`config.mk`:
```
export PLATFORM = sky130hd
export DESIGN_NAME = sevenseg_scan_decoder
export DESIGN_NICKNAME = d
export VERILOG_FILES = /design/src/rtl/sevenseg_scan_decoder.sv
export SDC_FILE = /design/constraint.sdc
export NUM_CORES = 1
export LEC_CHECK = 0
export BUFFER_PORTS_ARGS = -buffer_cell sky130_fd_sc_hd__buf_2
export CORE_MARGIN = 1.5
export CORE_UTILIZATION = 58
export DETAILED_ROUTE_END_ITERATION = 7
export PLACE_DENSITY = 0.9
export REMOVE_ABC_BUFFERS = 1
export SLEW_MARGIN = 20
export SYNTH_ARGS = -nofsm -noshare
export SYNTH_HDL_FRONTEND = slang
export SYNTH_SLANG_ARGS = --single-unit
```
`constraint.sdc`:
```
create_clock -name clk -period 6 [get_ports clk]
set_input_delay 0 -clock clk [delete_from_list [all_inputs] [get_ports clk]]
set_output_delay 0 -clock clk [all_outputs]
set_load 0.05 [all_outputs]
```
`src/rtl/sevenseg_scan_decoder.sv`:
```
// sevenseg_scan_decoder: passive monitor for a multiplexed, active-low
// seven-segment display bus. It samples each digit once its anode and segment
// lines have been steady, decodes the pattern back to a nibble, and publishes
// the full word once every digit has been seen.
// Optional build macro SEVENSEG_SCAN_TIMEOUT_EN: discard a partial scan after
// TIMEOUT_CYCLES idle cycles and pulse scan_timeout.
module sevenseg_scan_decoder #(
    parameter int N_DIGITS       = 8,
    parameter int SETTLE_CYCLES  = 4,
    parameter int TIMEOUT_CYCLES = 1000000
) (
    input  logic                  clk,
    input  logic                  rst_n,
    input  logic [N_DIGITS-1:0]   anodes,
    input  logic [6:0]            segments,
    output logic [4*N_DIGITS-1:0] word,
    output logic                  word_valid,
    output logic [N_DIGITS-1:0]   err_mask,
    output logic                  scan_timeout
);
    localparam int CW = $clog2(SETTLE_CYCLES + 1);
    localparam int IW = (N_DIGITS > 1) ? $clog2(N_DIGITS) : 1;
    localparam logic [CW-1:0] SETTLE_V  = CW'(SETTLE_CYCLES);
    localparam logic [CW-1:0] SETTLE_M1 = CW'(SETTLE_CYCLES - 1);

    if (SETTLE_CYCLES < 1 || SETTLE_CYCLES > 255 || TIMEOUT_CYCLES < 1) begin : g_bad_params
        $error("sevenseg_scan_decoder: SETTLE_CYCLES or TIMEOUT_CYCLES out of range");
    end

    logic [N_DIGITS-1:0]   an_q;
    logic [6:0]            seg_q;
    logic [CW-1:0]         stable_cnt;
    logic                  captured;
    logic [N_DIGITS-1:0]   seen_mask;
    logic [N_DIGITS-1:0]   seen_next;
    logic [4*N_DIGITS-1:0] shadow_word;
    logic [N_DIGITS-1:0]   shadow_err;
    logic                  in_change;
    logic                  legal;
    logic [IW-1:0]         dig_idx;
    logic [3:0]            dec_nib;
    logic                  dec_err;
    logic                  capture;
    logic                  complete;
    logic                  timeout_hit;

    // A raw input that differs from the register means the registered pair changes this edge
    assign in_change = ({anodes, segments} != {an_q, seg_q});
    // Counter reaching SETTLE on this edge, legal anode, first time this interval
    assign capture   = !in_change && (stable_cnt >= SETTLE_M1) && legal && !captured;
    assign complete  = &seen_mask;

    // Single register stage on the display bus
    always_ff @(posedge clk or negedge rst_n) begin
        if (!rst_n) begin
            an_q  <= '0;
            seg_q <= '0;
        end else begin
            an_q  <= anodes;
            seg_q <= segments;
        end
    end

    // Exactly one low anode selects a digit; find which one
    always_comb begin
        legal   = $onehot(~an_q);
        dig_idx = '0;
        for (int i = 0; i < N_DIGITS; i++) begin
            if (!an_q[i]) dig_idx = IW'(i);
        end
    end

    // Inverse of the hex-to-segment encoder (abcdefg, active-low)
    always_comb begin
        dec_err = 1'b0;
        case (seg_q)
            7'b0000001: dec_nib = 4'h0;
            7'b1001111: dec_nib = 4'h1;
            7'b0010010: dec_nib = 4'h2;
            7'b0000110: dec_nib = 4'h3;
            7'b1001100: dec_nib = 4'h4;
            7'b0100100: dec_nib = 4'h5;
            7'b0100000: dec_nib = 4'h6;
            7'b0001111: dec_nib = 4'h7;
            7'b0000000: dec_nib = 4'h8;
            7'b0000100: dec_nib = 4'h9;
            7'b0001000: dec_nib = 4'hA;
            7'b1100000: dec_nib = 4'hB;
            7'b0110001: dec_nib = 4'hC;
            7'b1000010: dec_nib = 4'hD;
            7'b0110000: dec_nib = 4'hE;
            7'b0111000: dec_nib = 4'hF;
            default: begin
                dec_nib = 4'h0;
                dec_err = 1'b1;
            end
        endcase
    end

    // Stability counter and once-per-interval capture flag
    always_ff @(posedge clk or negedge rst_n) begin
        if (!rst_n) begin
            stable_cnt <= '0;
            captured   <= 1'b0;
        end else if (in_change) begin
            stable_cnt <= '0;
            captured   <= 1'b0;
        end else begin
            if (stable_cnt != SETTLE_V) stable_cnt <= stable_cnt + CW'(1);
            if (!legal)       captured <= 1'b0;
            else if (capture) captured <= 1'b1;
        end
    end

    // Completion/timeout clear first so a same-edge capture starts the next scan
    always_comb begin
        seen_next = seen_mask;
        if (complete || timeout_hit) seen_next = '0;
        if (capture) seen_next[dig_idx] = 1'b1;
    end

    // Shadow word and seen mask; latest capture of a digit wins
    always_ff @(posedge clk or negedge rst_n) begin
        if (!rst_n) begin
            seen_mask   <= '0;
            shadow_word <= '0;
            shadow_err  <= '0;
        end else begin
            seen_mask <= seen_next;
            if (capture) begin
                shadow_word[4*dig_idx +: 4] <= dec_nib;
                shadow_err[dig_idx]         <= dec_err;
            end
        end
    end

    // Publish the word one edge after the scan is complete
    always_ff @(posedge clk or negedge rst_n) begin
        if (!rst_n) begin
            word       <= '0;
            err_mask   <= '0;
            word_valid <= 1'b0;
        end else begin
            word_valid <= complete;
            if (complete) begin
                word     <= shadow_word;
                err_mask <= shadow_err;
            end
        end
    end

`ifdef SEVENSEG_SCAN_TIMEOUT_EN
    localparam int TW = $clog2(TIMEOUT_CYCLES + 1);
    logic [TW-1:0] idle_cnt;

    // A capture on the same edge always beats the timeout
    assign timeout_hit = !capture && !complete && (seen_mask != '0) &&
                         (idle_cnt == TW'(TIMEOUT_CYCLES - 1));

    // Idle counter runs only while a partial scan is pending
    always_ff @(posedge clk or negedge rst_n) begin
        if (!rst_n) begin
            idle_cnt     <= '0;
            scan_timeout <= 1'b0;
        end else begin
            scan_timeout <= timeout_hit;
            if (capture || timeout_hit || seen_mask == '0) idle_cnt <= '0;
            else                                           idle_cnt <= idle_cnt + TW'(1);
        end
    end
`else
    assign timeout_hit  = 1'b0;
    assign scan_timeout = 1'b0;
`endif

endmodule

```
==> results of run 1 <==
[registers in the layout, summed over array words and instances, names as in the netlist]
signal       cells
an_q             8
captured         1
err_mask         8
seen_mask        8
seg_q            7
shadow_err       8
shadow_word     32
stable_cnt       3
word            32
word_valid       1
[per-stage QoR]
stage / util / total power [mW] / area (um^2)
after detailed placement: 0.630 / 0.870 / 5440
final: 0.672 / 1.33 / 5810
after CTS: 0.672 / 1.33 / 5810
after floorplan: - / 0.825 / 5010
after global routing: 0.672 / 1.37 / 5810
after global placement: 0.630 / 0.860 / 5440
[metal layers]
layer  vias to the layer above  wire length (um)  track usage
li1                       1684                 -            -
met1                      1817              4380        0.306
met2                       108              5270        0.392
met3                        24               458       0.0434
met4                         0               271        0.113
met5                         -                 0            0
[worst register-to-register path, delay by kind of cell (launching register included)]
| kind | cells | cell delay (ps) |
|---|---|---|
| muxes | 1 | 380 |
| buffers and inverters | 2 | 110 |
| adders and majority gates | 5 | 2190 |
| and+or+nand+nor | 3 | 1100 |
| DFF | 1 | 420 |
| AOI/OAI and AO/OA | 1 | 310 |
[logic make-up (layout without fill, tap and decap cells)]
group	after synthesis	in the layout	synth area share
compound gates	32	32	0.0437
xor+xnor	16	16	0.0273
fa+ha+maj	12	12	0.0351
buf+inv	39	105	0.0346
flops	108	108	0.527
mux	41	41	0.0927
other cells	1	1	0.000731
simple gates	214	214	0.239
[power breakdown]
part | internal [mW] | switching [mW]
Clock | 0.208 | 0.250
Sequential | 0.732 | 0.0133
Combinational | 0.0453 | 0.0774
[final cells by class]
| cell class | count | area [um^2] | share of cell area |
|---|---|---|---|
| Sequential cell | 108 | 2700 | 0.466 |
| Multi-Input combinational cell | 316 | 2250 | 0.387 |
| Timing Repair Buffer | 74 | 455 | 0.0784 |
| Clock buffer | 10 | 138 | 0.0237 |
| Tap cell | 108 | 135 | 0.0233 |
| Clock inverter | 6 | 71.3 | 0.0123 |
| Inverter | 15 | 56.3 | 0.00970 |
[worst max path at each step]
stage	cells past startpoint	slack, ps	end	start
6_report	12	1380	shadow_word[8]	an_q[0]
5_1_grt	12	1180	shadow_word[16]	an_q[0]
4_1_cts	12	1440	shadow_word[8]	an_q[0]
3_5_place_dp	12	1460	shadow_word[16]	an_q[0]
3_3_place_gp	12	1700	shadow_word[10]	an_q[0]
2_1_floorplan	12	1840	shadow_word[0]	an_q[0]
[timing repair]
action,CTS,global route
hold buffers,16,0
endpoints found under the hold margin,63,0
endpoints found under the setup margin,0,0
[placed cells by master (no fill, tap or decap), drive strengths merged, types with 2 or more instances in the layout]
cell type / instances
a21o: 8
buf: 58
a21oi: 4
dlygate4sd3: 16
nor4: 15
dfrtp: 108
o21ai: 6
o211ai: 3
or3b: 2
or2: 3
xnor2: 4
clkinv: 3
inv: 16
clkbuf: 10
mux2: 40
nand4: 9
fa: 4
nor3: 7
and3: 2
nand2: 134
ha: 8
nor3b: 2
nor2b: 3
and4b: 2
nand3: 13
a31oi: 2
a211oi: 2
nand2b: 2
nor2: 12
xor2: 12
==> flow_summary.yaml, run 1 <==
outcome:
  outcome: "complete, no violations"
power:
  p_per_area_nw_per_um2: 228
  ir_worst_vdd_mv: 0.119
  power_leakage_nw: 3.19
cells_and_area:
  diodes: 0
  fillerInstances: 627
  drive_above_1_share: 0.253
  nNetsFinal: 553
  stdcell_count: 637
  area_delta_synth_final_pct: 13.2
synthesis:
  yosysTopAreaCell: "dfrtp_1"
  yosysWarnings: 0
  synth_edf_count: 0
  syn_inst: 463
  synthTopCellsByArea: "dfrtp_1 53%, nand2_1 9.7%, mux2_2 6.4%"
  synth-seq-cells: 108
  synth_most_common_cell: "nand2_1"
  synth_area_per_cell_um2: 11.1
  synthArstFlopShare: 1.00
  seq_area_frac_synth: 0.527
  synth_cell_types: 57
  yosysTopAreaCellShare: 0.527
  synth_common_cells: "133 x nand2_1, 108 x dfrtp_1, 29 x mux2_2"
  synth_flop_cell: "dfrtp_1"
  netlist_area_um2: 5130
route:
  drc: 0
  drt_iter0_drc: 333
  detail_route.vias_per_cell: 5.70
  firstDrtPassIters: 5
  post_drt_wl_per_cell_um: 16.3
  antenna_left: 0
  num_vias: 3633
  detail_route.wirelength_mm: 10.4
clock_tree:
  cts_buffers: 9
  clock_latency_ps: 380
  cts-root-buf: "clkbuf_8"
  post_cts_resized: 0
  cts.path.max_buffers: 2
  cts_setup_buffers: 0
  clock_sinks: 108
  cts_htree_levels: 3
  cts_tree: "built"
  clkTransAtPathRegs_ps: 100
sta:
  hold_violations: 0
  period_needed_ps: 4620
  fin_worst_hold_slack_ps: 174
  grt_setup_unrepaired: "no"
  fin_crit_sh: 0.770
  slew_headroom: 0.304
  setup_viol: 0
  finalWorstSetupSlack_ps: 1380
  worst_clock_skew_ps: 13.7
  max_freq_ghz: 0.216
  maxSlewViolCount: 0
  tightest_slew_ps: 1030
  setup_tns_ps: 0
global_route:
  overflow: 0
  grt_pass1_wl_mm: 18.1
  grt_pass1_vias: 3846
  grt_use_total: 0.238
  antenna_found_initial: 0
  grt_max_degree: 61
worst_setup_path:
  cp.required_ps: 6270
  start_kind: "register"
  path_max_fanout: 9
  cp_num_buf_inv: 2
  crit_chain: "fa_1 -> inv_1 -> fa_1 -> fa_1 -> ha_1 -> inv_1 -> fa_1 -> nor4bb_1 -> a31o_2 -> nand3_1 -> nor4_4 -> mux2_2"
  cp_data_arrival_time_ps: 4890
  crit_slowest_cell: "fa_1"
  critPathKind: "register to register"
  worst_r2r_path_depth: 12
  crit_path_frequent_cell: "fa_1"
  reg2reg_to: "shadow_word[8]"
  critPathMaxStageDelay_ps: 540
  r2r-start: "an_q[0]"
  crit_family: "adder cells"
  reg2reg_slack_ps: 1380
  cp-end-kind: "register"
placement:
  io_buffers: 57
  hpwl_mm: 7.11
  place_congestion: 0.899
  place_ws_ps: 1460
  dp_cells: 605
floorplanning:
  coreArea_um2: 8640
  die_x_um: 97.0
  rows: 34
  io_pins: 59
  start_util: 0.594
  die-area_um2: 9410
  die_y_um: 97.0
run:
  cap_violations: 0
min_path:
  min_path_type: "input pin to asynchronous set/reset pin"
Power figures use the tool's default switching activity.
==> inputs of run 2 (changes only) <==
clock period = 4.52 ns   (was 6 ns; I/O delays follow)
==> flow_summary.yaml, run 2 (synthesized netlist as in run 1, its figures left out) <==
cells_and_area:
  reg.largest.list: "shadow_word x32, word x32"
  fillerInstances: 636
  nNetsFinal: 557
  final_cell_mix: "133 x nand2_1, 108 x dfrtp_1, 56 x buf_2, 29 x mux2_2, 16 x dlygate4sd3_1"
  diodes: 0
  area_delta_synth_final_pct: 13.8
  drive_above_1_share: 0.259
  final_common_cell: "nand2_1"
  stdcell_count: 640
route:
  firstDrtPassIters: 4
  drt_iter0_drc: 260
  detail_route.wirelength_mm: 10.1
  post_drt_wl_per_cell_um: 15.8
  num_vias: 3585
  detail_route.vias_per_cell: 5.60
  antenna_left: 0
  drc: 0
global_route:
  antenna_found_initial: 0
  overflow: 0
  grt_use_total: 0.232
  grt_pass1_vias: 3635
  grt_pass1_wl_mm: 17.8
  grt_max_degree: 61
power:
  finalPower_mw: 1.77
  p_per_area_nw_per_um2: 303
  power_leakage_nw: 3.21
  ir_worst_vdd_mv: 0.206
floorplanning:
  start_util: 0.594
  coreArea_um2: 8640
  io_pins: 59
  rows: 34
  die_x_um: 97.0
  die_y_um: 97.0
  die-area_um2: 9410
clock_tree:
  clkTransAtPathRegs_ps: 100
  cts_tree: "built"
  clock_sinks: 108
  cts_htree_levels: 3
  cts-root-buf: "clkbuf_8"
  cts_buffers: 9
  clock_latency_ps: 370
  cts.path.max_buffers: 2
worst_setup_path:
  cp-end-kind: "register"
  crit_slowest_cell: "fa_1"
  start_kind: "register"
  path_max_fanout: 6
  critPathKind: "register to register"
  reg2reg_slack_ps: 110
  critPathMaxStageDelay_ps: 520
  cp.required_ps: 4780
  crit_path_frequent_cell: "fa_1"
  cp_num_buf_inv: 3
  crit_family: "adder cells"
  cp_data_arrival_time_ps: 4670
  crit_chain: "fa_1 -> inv_1 -> fa_1 -> fa_1 -> ha_1 -> inv_1 -> fa_1 -> nor4bb_2 -> a31o_2 -> nand3_1 -> buf_4 -> nor4_4 -> mux2_2"
placement:
  io_buffers: 57
  place_congestion: 0.920
  hpwl_mm: 6.85
  dp_cells: 606
  place_ws_ps: 93.9
min_path:
  min_path_type: "input pin to asynchronous set/reset pin"
sta:
  hold_violations: 0
  fin_worst_hold_slack_ps: 166
  tightest_slew_ps: 1020
  period_needed_ps: 4410
  finalWorstSetupSlack_ps: 107
  max_freq_ghz: 0.227
  fin_crit_sh: 0.976
  maxSlewViolCount: 0
  slew_headroom: 0.315
  worst_clock_skew_ps: 15.3
  setup_viol: 0
run:
  cap_violations: 0
outcome:
  outcome: "complete, no violations"
run 2: cell count changes in the layout (fill, tap and decap cells not counted):
cell        delta
clkinvlp_4     -1
inv_8          -1
nor4bb_1       -1
buf_4          +4
clkinv_4       +1
clkinv_8       +1
clkbuf_8       -1
nor4bb_2       +1
run 2: what timing repair did:
action | 4_1_cts | 5_1_grt
hold buffers | 16 | 0
buffers inserted | 0 | 3
hold endpoints to repair | 63 | 0
endpoints found under the setup margin | 0 | 28
gates resized for setup | 0 | 1
run 2: path summary, 6_finish.rpt:
path                                   end          start  depth (start not counted)
max                        shadow_word[18]        an_q[1]                         13
min                               seg_q[0]          rst_n                          2
max reg2reg                shadow_word[18]        an_q[1]                         13
min reg2reg                    err_mask[2]  shadow_err[2]                          2
max in group asynchronous  shadow_word[25]          rst_n                          3
min in group clk                   an_q[1]      anodes[1]                          2
run 2: area by class of cell:
| type | instances | area, um^2 | share of cell area |
|---|---|---|---|
| multi-input cells | 316 | 2250 | 0.386 |
| flip-flops and latches | 108 | 2700 | 0.463 |
| well taps | 108 | 135 | 0.0232 |
| clock buffers | 9 | 124 | 0.0212 |
| clock inverters | 6 | 77.6 | 0.0133 |
| inverters | 15 | 56.3 | 0.00965 |
| repair buffers | 78 | 485 | 0.0832 |
run 2: power by group:
group | switching, mW | internal, mW | leakage, nW
Combinational | 0.105 | 0.0752 | 1.63
Sequential | 0.0171 | 0.972 | 1.47
Clock | 0.340 | 0.260 | 0.102
run 2: per-layer routing:
layer / track usage / part of all wire / wire length [um]
met1: 0.325 / 0.44 / 4480
met5: 0 / 0 / 0
met2: 0.378 / 0.49 / 5000
met4: 0.0747 / 0.021 / 208
met3: 0.0340 / 0.044 / 443
run 2: stage by stage:
step,setup TNS [ps],cell area (um^2),utilization
after global routing,-39.8,5830,0.676
after floorplan,0,5010,-
final,0,5830,0.676
after CTS,0,5810,0.672
after detailed placement,0,5440,0.630
after global placement,0,5440,0.630
